$ cat src/rtl/divfu.sv
// Iterative unsigned 8-bit divider FU at the head of the CDB/ROB result chains.
// Result is broadcast K+1 cycles after accept; it stalls in DONE while either upstream chain is claimed.
module divfu #(
  parameter int STEPS_PER_CYCLE = 1
) (
  input  logic             clk,
  input  logic             rst,
  input  logic             input_transmit,
  input  logic [7:0]       operand,
  input  logic [1:0][7:0]  depvals,
  input  logic [7:0]       wbs,
  input  logic [7:0]       flags,
  input  logic [3:0]       robid,
  input  logic             cdb_transmit,
  output logic             cdb_transmit_out,
  output logic [3:0]       cdb_id,
  output logic [7:0]       cdb_val,
  input  logic             rob_transmit,
  output logic             rob_transmit_out,
  output logic [3:0]       robid_out,
  output logic [7:0]       flags_out,
  output logic [7:0]       wbs_out,
  output logic [7:0]       value_out,
  output logic             busy
);

  localparam int K = 8 / STEPS_PER_CYCLE;

  localparam logic [1:0] S_IDLE   = 2'd0;
  localparam logic [1:0] S_DIVIDE = 2'd1;
  localparam logic [1:0] S_DONE   = 2'd2;

  logic [1:0] state;
  logic [7:0] rem;
  logic [7:0] quo;
  logic [7:0] dvsr;
  logic [7:0] dvnd;
  logic [3:0] cnt;
  logic       op;
  logic [7:0] wbs_q;
  logic [7:0] flags_q;
  logic [3:0] robid_q;

  logic [7:0] rem_nx;
  logic [7:0] quo_nx;
  logic [7:0] ra;
  logic [7:0] qa;
  logic [8:0] t;
  logic [7:0] result;
  logic       drive;
  logic       unused_ok;

  assign unused_ok = ^operand[7:1];

  // One restoring step per iteration; the partial remainder only needs 9 bits after the shift.
  always_comb begin
    ra = rem;
    qa = quo;
    t  = 9'd0;
    for (int i = 0; i < STEPS_PER_CYCLE; i++) begin
      t  = {ra, qa[7]};
      qa = {qa[6:0], 1'b0};
      if (t >= {1'b0, dvsr}) begin
        t     = t - {1'b0, dvsr};
        qa[0] = 1'b1;
      end
      ra = t[7:0];
    end
    rem_nx = ra;
    quo_nx = qa;
  end

  always_ff @(posedge clk) begin
    if (rst) begin
      state   <= S_IDLE;
      rem     <= 8'd0;
      quo     <= 8'd0;
      dvsr    <= 8'd0;
      dvnd    <= 8'd0;
      cnt     <= 4'd0;
      op      <= 1'b0;
      wbs_q   <= 8'd0;
      flags_q <= 8'd0;
      robid_q <= 4'd0;
    end else begin
      case (state)
        S_IDLE: begin
          if (input_transmit) begin
            dvnd    <= depvals[0];
            quo     <= depvals[0];
            dvsr    <= depvals[1];
            rem     <= 8'd0;
            cnt     <= 4'(K);
            op      <= operand[0];
            wbs_q   <= wbs;
            flags_q <= flags;
            robid_q <= robid;
            state   <= S_DIVIDE;
          end
        end
        S_DIVIDE: begin
          if (cnt == 4'd0) begin
            state <= S_DONE;
          end else begin
            rem <= rem_nx;
            quo <= quo_nx;
            cnt <= cnt - 4'd1;
          end
        end
        S_DONE: begin
          if (drive) state <= S_IDLE;
        end
        default: state <= S_IDLE;
      endcase
    end
  end

  assign result = (dvsr == 8'd0) ? (op ? dvnd : 8'hFF) : (op ? rem : quo);

  // Both chains are claimed together or not at all.
  assign drive = (state == S_DONE) && !cdb_transmit && !rob_transmit;

  assign cdb_transmit_out = cdb_transmit | drive;
  assign rob_transmit_out = rob_transmit | drive;
  assign cdb_id    = drive ? wbs_q[3:0] : 4'd0;
  assign cdb_val   = drive ? result     : 8'd0;
  assign robid_out = drive ? robid_q    : 4'd0;
  assign flags_out = drive ? flags_q    : 8'd0;
  assign wbs_out   = drive ? wbs_q      : 8'd0;
  assign value_out = drive ? result     : 8'd0;
  assign busy      = (state != S_IDLE);

endmodule

$ cat config.mk
export PLATFORM = sky130hd
export DESIGN_NAME = divfu
export DESIGN_NICKNAME = d
export VERILOG_FILES = /design/src/rtl/divfu.sv
export SDC_FILE = /design/constraint.sdc
export NUM_CORES = 1
export LEC_CHECK = 0
export BUFFER_PORTS_ARGS = -buffer_cell sky130_fd_sc_hd__buf_4
export CORE_ASPECT_RATIO = 1.1
export CORE_MARGIN = 2
export CORE_UTILIZATION = 54
export CTS_BUF_LIST = sky130_fd_sc_hd__clkbuf_4
export CTS_CLUSTER_SIZE = 24
export DETAILED_ROUTE_END_ITERATION = 8
export PLACE_DENSITY = 0.82
export SLEW_MARGIN = 5
export SYNTH_ARGS = -nofsm -noshare
export SYNTH_HDL_FRONTEND = slang
export SYNTH_SLANG_ARGS = --single-unit
export TNS_END_PERCENT = 10
$ cat constraint.sdc
create_clock -name clk -period 2.6 [get_ports clk]
set_input_delay 0.13 -clock clk [delete_from_list [all_inputs] [get_ports clk]]
set_output_delay 0.13 -clock clk [all_outputs]
set_load 0.05 [all_outputs]
Word-level counts from Yosys, hierarchy flattened
Cells that the tools add are included.
Widths: inputs -> output; s select.
{"block": "word_totals", "wordCells": 56, "in_bits": 49, "reg_bits": 59, "output_inout_bits": 43}
{"block": "op_classes", "n_mux": 23, "n_addsub": 2, "n_eq_ne": 6, "order_cmp": 1, "bitwise": 2, "n_reduce_logical": 12}
{"operator": "$mux 8", "count": 11}
{"operator": "$pmux 8 s2", "count": 2}
{"operator": "$mux 4", "count": 4}
{"operator": "$ge 9x8->1", "count": 1}
{"operator": "$logic_not 8->1", "count": 1}
{"operator": "$ne 2x2->1 const B", "count": 4}
{"operator": "$pmux 4 s2", "count": 1}
{"operator": "$sub 8x8->8", "count": 1}
{"operator": "$mux 2", "count": 3}
{"operator": "$pmux 2 s3", "count": 1}
{"operator": "$reduce_and 3->1", "count": 2}
{"operator": "$logic_not 4->1", "count": 1}
{"operator": "$reduce_bool 2->1", "count": 2}
{"operator": "$sub 4x1->4 const B", "count": 1}
{"operator": "$eq 2x1->1 const B", "count": 1}
{"operator": "$eq 2x2->1 const B", "count": 1}
{"operator": "$logic_and 1x1->1", "count": 2}
{"operator": "$logic_not 1->1", "count": 2}
{"operator": "$logic_not 2->1", "count": 1}
{"operator": "$or 1x1->1", "count": 2}
{"operator": "$reduce_and 2->1", "count": 1}
{"operator": "$mux 1", "count": 1}

Logic depth before layout (Yosys ltp)
{"block": "logic_depth", "ltp_word": 5, "depth_mapped": 9, "depth_no_buf": 9}

Worst setup path after synthesis
OpenSTA, ideal clock, no wires.
{"block": "synth_path", "path_kind": "flip-flop to output port", "from": "register dvsr[1]", "to": "output value_out[0]", "n_path_buf": 1, "t_required_ns": 2.470, "arrival_ns": 2.347, "path_slack_ns": 0.123, "stages_incl_launch_ff": 7, "path_cell_list": "dfxtp_1 -> nor4_1 -> nand2_1 -> nand2b_1 -> o21ai_0 -> a21oi_1 -> buf_4"}
{"block": "synth_between", "elab_chain_cells": 3}
{"item": "start, declared", "line": "36", "source": "logic [7:0] dvsr;"}
{"item": "start signal, assigned", "line": "91", "source": "dvsr <= depvals[1];"}
{"item": "$logic_not 8->1", "line": "118", "source": "assign result = (dvsr == 8'd0) ? (op ? dvnd : 8'hFF) : (op ? rem : quo);"}
{"item": "$mux 8", "line": "118"}
{"item": "$mux 8"}
{"item": "end, declared", "line": "23", "source": "output logic [7:0] value_out,"}
No other way between the ends.

Worst setup path in the final report
{"block": "layout_path", "from": "register dvsr[4]", "to": "output cdb_val[0]"}
{"block": "layout_between", "elab_chain_cells": 3}
{"item": "$logic_not 8->1", "line": "118"}
{"item": "$mux 8", "line": "118"}
{"item": "$mux 8", "line": "126", "source": "assign cdb_val = drive ? result : 8'd0;"}
{"item": "end, declared", "line": "17", "source": "output logic [7:0] cdb_val,"}
No other way between the ends.

==> impl_metrics.json <==
{
  "syn_to_final_growth_pct": 33.0,
  "rsz0062_at_grt": "no",
  "dp_hpwl_um": 5260,
  "crit_type": "reg2out",
  "io_buffers": 84,
  "antenna_found_initial": 0,
  "slowest_delay_ns": 0.43,
  "ys_seq_elements": 59,
  "clk_path_buf_depth": 2,
  "multiInputGateArea_mm2": 0.00167,
  "async_flop_share": 0,
  "crit_required_ns": 2.47,
  "yosys_warnings": 0,
  "critPathSlowestCell": "nor4_1",
  "hold_violations": 0,
  "p_leak_uw": 0.00186,
  "vias": 3033,
  "synth_fp_nets": 454,
  "syn_avg_cell_area_um2": 7.90,
  "arrival_ns": 2.21,
  "postSynthCellCount": 394,
  "max_cap_viol_count": 0,
  "fillers": 433,
  "max_freq_mhz": 427,
  "core-area_mm2": 0.00566,
  "track_usage": 0.270,
  "crit_top_cell": "buf_4",
  "end_kind": "output port",
  "avgRoutedWirePerCell_um": 14.5,
  "cts_max_level": 3,
  "start_util": 0.550,
  "cts_tree": "done",
  "synth_ff_type": "dfxtp_1",
  "skew_ns": 0.0126,
  "finalSetupTns_ns": 0,
  "hold_path.class": "in2reg",
  "dpl_cell_area_mm2": 0.00368,
  "status": "complete, no violations",
  "fp.dieW_um": 76.4,
  "clk_pin_slew_ns": 0.10,
  "ant_nets": 0,
  "gr-total-overflow": 0,
  "final_area_mm2": 0.00414,
  "crit_chain": "nor4_1, nand2_1, buf_4, mux2i_1, a21oi_1, buf_4",
  "tightest_slew_ns": 0.649,
  "rows": 29,
  "pwr_density_cell_mw_per_mm2": 540,
  "cts-buffers-inserted": 9,
  "critPathMaxFanout": 9,
  "maxSlewHeadroom": 0.567,
  "finalSetupViolations": 0,
  "cts_setup_buffers": 0,
  "clkSinkCount": 59,
  "grt_pass1_wl_um": 13900,
  "grt_pass1_vias": 3092,
  "diodes": 0,
  "mappedNetlistArea_mm2": 0.00311,
  "drive_gt1_frac": 0.222,
  "gp_congestion": 0.859,
  "register_area_mm2": 0.00118,
  "drt_iter0_drc": 194,
  "ys_types": 43,
  "clock_latency_ns": 0.40,
  "final_core_util": 0.731,
  "finalCritPeriodShare": 0.901,
  "worstSetupStartpointType": "register",
  "post_cts_resized": 0,
  "clock-root-buffer": "clkbuf_4",
  "avgViaCountPerCell": 5.27,
  "num-nets-final": 555,
  "ys_seq_area_frac": 0.379,
  "ys_top_cells_by_area": "dfxtp_1, nand2_1, a21oi_1",
  "drt-total-wl_um": 8380,
  "synth_top_area_frac": 0.379,
  "ctsHoldBuffers": 36,
  "rrSetupSlack_ns": 0.55,
  "period_needed_ns": 2.34,
  "yosysTopAreaCell": "dfxtp_1",
  "die_y_um": 83.6,
  "dieArea_mm2": 0.00639,
  "grt_start_max_net_pins": 55,
  "ioPinCount": 92,
  "drv_slew": 0,
  "synth_edf_count": 0,
  "peakVddDrop_uv": 367,
  "drt_pre_antenna_iters": 4,
  "drc": 0
}
registers in the layout, summed over array words and instances (netlist names), 4 cells and up:
signal / count
dvsr: 8
quo: 8
cnt: 4
flags_q: 8
robid_q: 4
wbs_q: 8
dvnd: 8
rem: 8
Yosys cell counts (2+ instances only):
cell,number
nor2_1,19
xor2_1,2
nor2b_1,4
o21bai_1,2
o21ai_0,17
buf_4,12
buf_1,2
o211ai_1,2
a22o_1,2
inv_1,15
buf_6,3
a21oi_1,54
a32oi_1,2
nor4_1,2
mux2i_1,20
nand2_1,89
a211oi_2,2
xnor2_1,2
nand3_1,3
dfxtp_1,59
nand2b_1,3
nor3b_1,2
nor3_1,7
ha_1,10
a211oi_1,5
and2_1,22
clkbuf_1,16
area by class of cell:
class / instances / share of cell area
Sequential cell: 59 / 0.285
Tap cell: 77 / 0.0233
Clock inverter: 5 / 0.00514
Multi-Input combinational cell: 285 / 0.403
Timing Repair Buffer: 125 / 0.251
Clock buffer: 10 / 0.0181
Inverter: 15 / 0.0136
layer usage:
layer / share of wire / global-route usage / up-vias
li1: - / - / 1513
met1: 0.42 / 0.308 / 1399
met2: 0.50 / 0.467 / 96
met3: 0.046 / 0.0595 / 25
met4: 0.034 / 0.150 / 0
met5: 0 / 0 / -
cell usage in the layout, fill, tap and decap left out, drive strengths merged, types with 2 or more instances in the layout:
| master | n |
|---|---|
| nand3 | 3 |
| a21oi | 55 |
| nor4 | 3 |
| o211ai | 2 |
| o21bai | 2 |
| nor2 | 20 |
| nor3b | 2 |
| dlygate4sd3 | 36 |
| a32oi | 2 |
| mux2i | 20 |
| ha | 10 |
| nor3 | 7 |
| clkbuf | 10 |
| nand2 | 90 |
| nand2b | 4 |
| a22o | 2 |
| or2 | 2 |
| clkinv | 5 |
| xor2 | 2 |
| nor2b | 4 |
| buf | 89 |
| inv | 15 |
| and2 | 22 |
| a211oi | 7 |
| dfxtp | 59 |
| o21ai | 17 |
| xnor2 | 2 |
worst max-delay path, delay by kind of cell (launching register included):
kind                   cells  cell delay [ns]
multiplexers               1             0.12
AO/OA/AOI/OAI              1             0.30
AND/OR/NAND/NOR            2             0.57
buffers and inverters      2             0.47
flip-flops                 1             0.34
where the power goes:
part           leakage [uW]  switching [uW]  internal (uW)
clock             0.0000585             315            190
sequential         0.000484            61.8            984
combinational       0.00132             393            294
stage by stage:
stage          hold WS (ns)  std cells  power, uW  worst slack (ns)
2_1_floorplan         0.266        394       1530             0.123
3_3_place_gp          0.376        525       1670             0.619
3_5_place_dp          0.385        525       1690             0.607
4_1_cts            0.000857        576       2230             0.308
5_1_grt              0.0181        576       2370            0.0657
6_report            0.00797        576       2240             0.257
final timing paths:
kind | start | endpoint | cells after the start
worst max-delay path | dvsr[4]$_SDFFE_PP0P_ | cdb_val[0] | 6
worst min-delay path | depvals[2] | dvnd[2]$_SDFFE_PP0P_ | 3
worst max register to register | dvsr[1]$_SDFFE_PP0P_ | rem[7]$_SDFFE_PP0P_ | 8
worst min register to register | robid_q[2]$_SDFFE_PP0P_ | robid_q[2]$_SDFFE_PP0P_ | 2
logic make-up after synthesis:
kind of cell               synth area share
and+or+nand+nor                       0.241
muxes                                0.0679
xor gates and xnor gates             0.0113
AOI/OAI and AO/OA                     0.168
buffers and inverters                0.0860
adders and majority gates            0.0466
DFF                                   0.379
(Power assumes the default switching activity.)
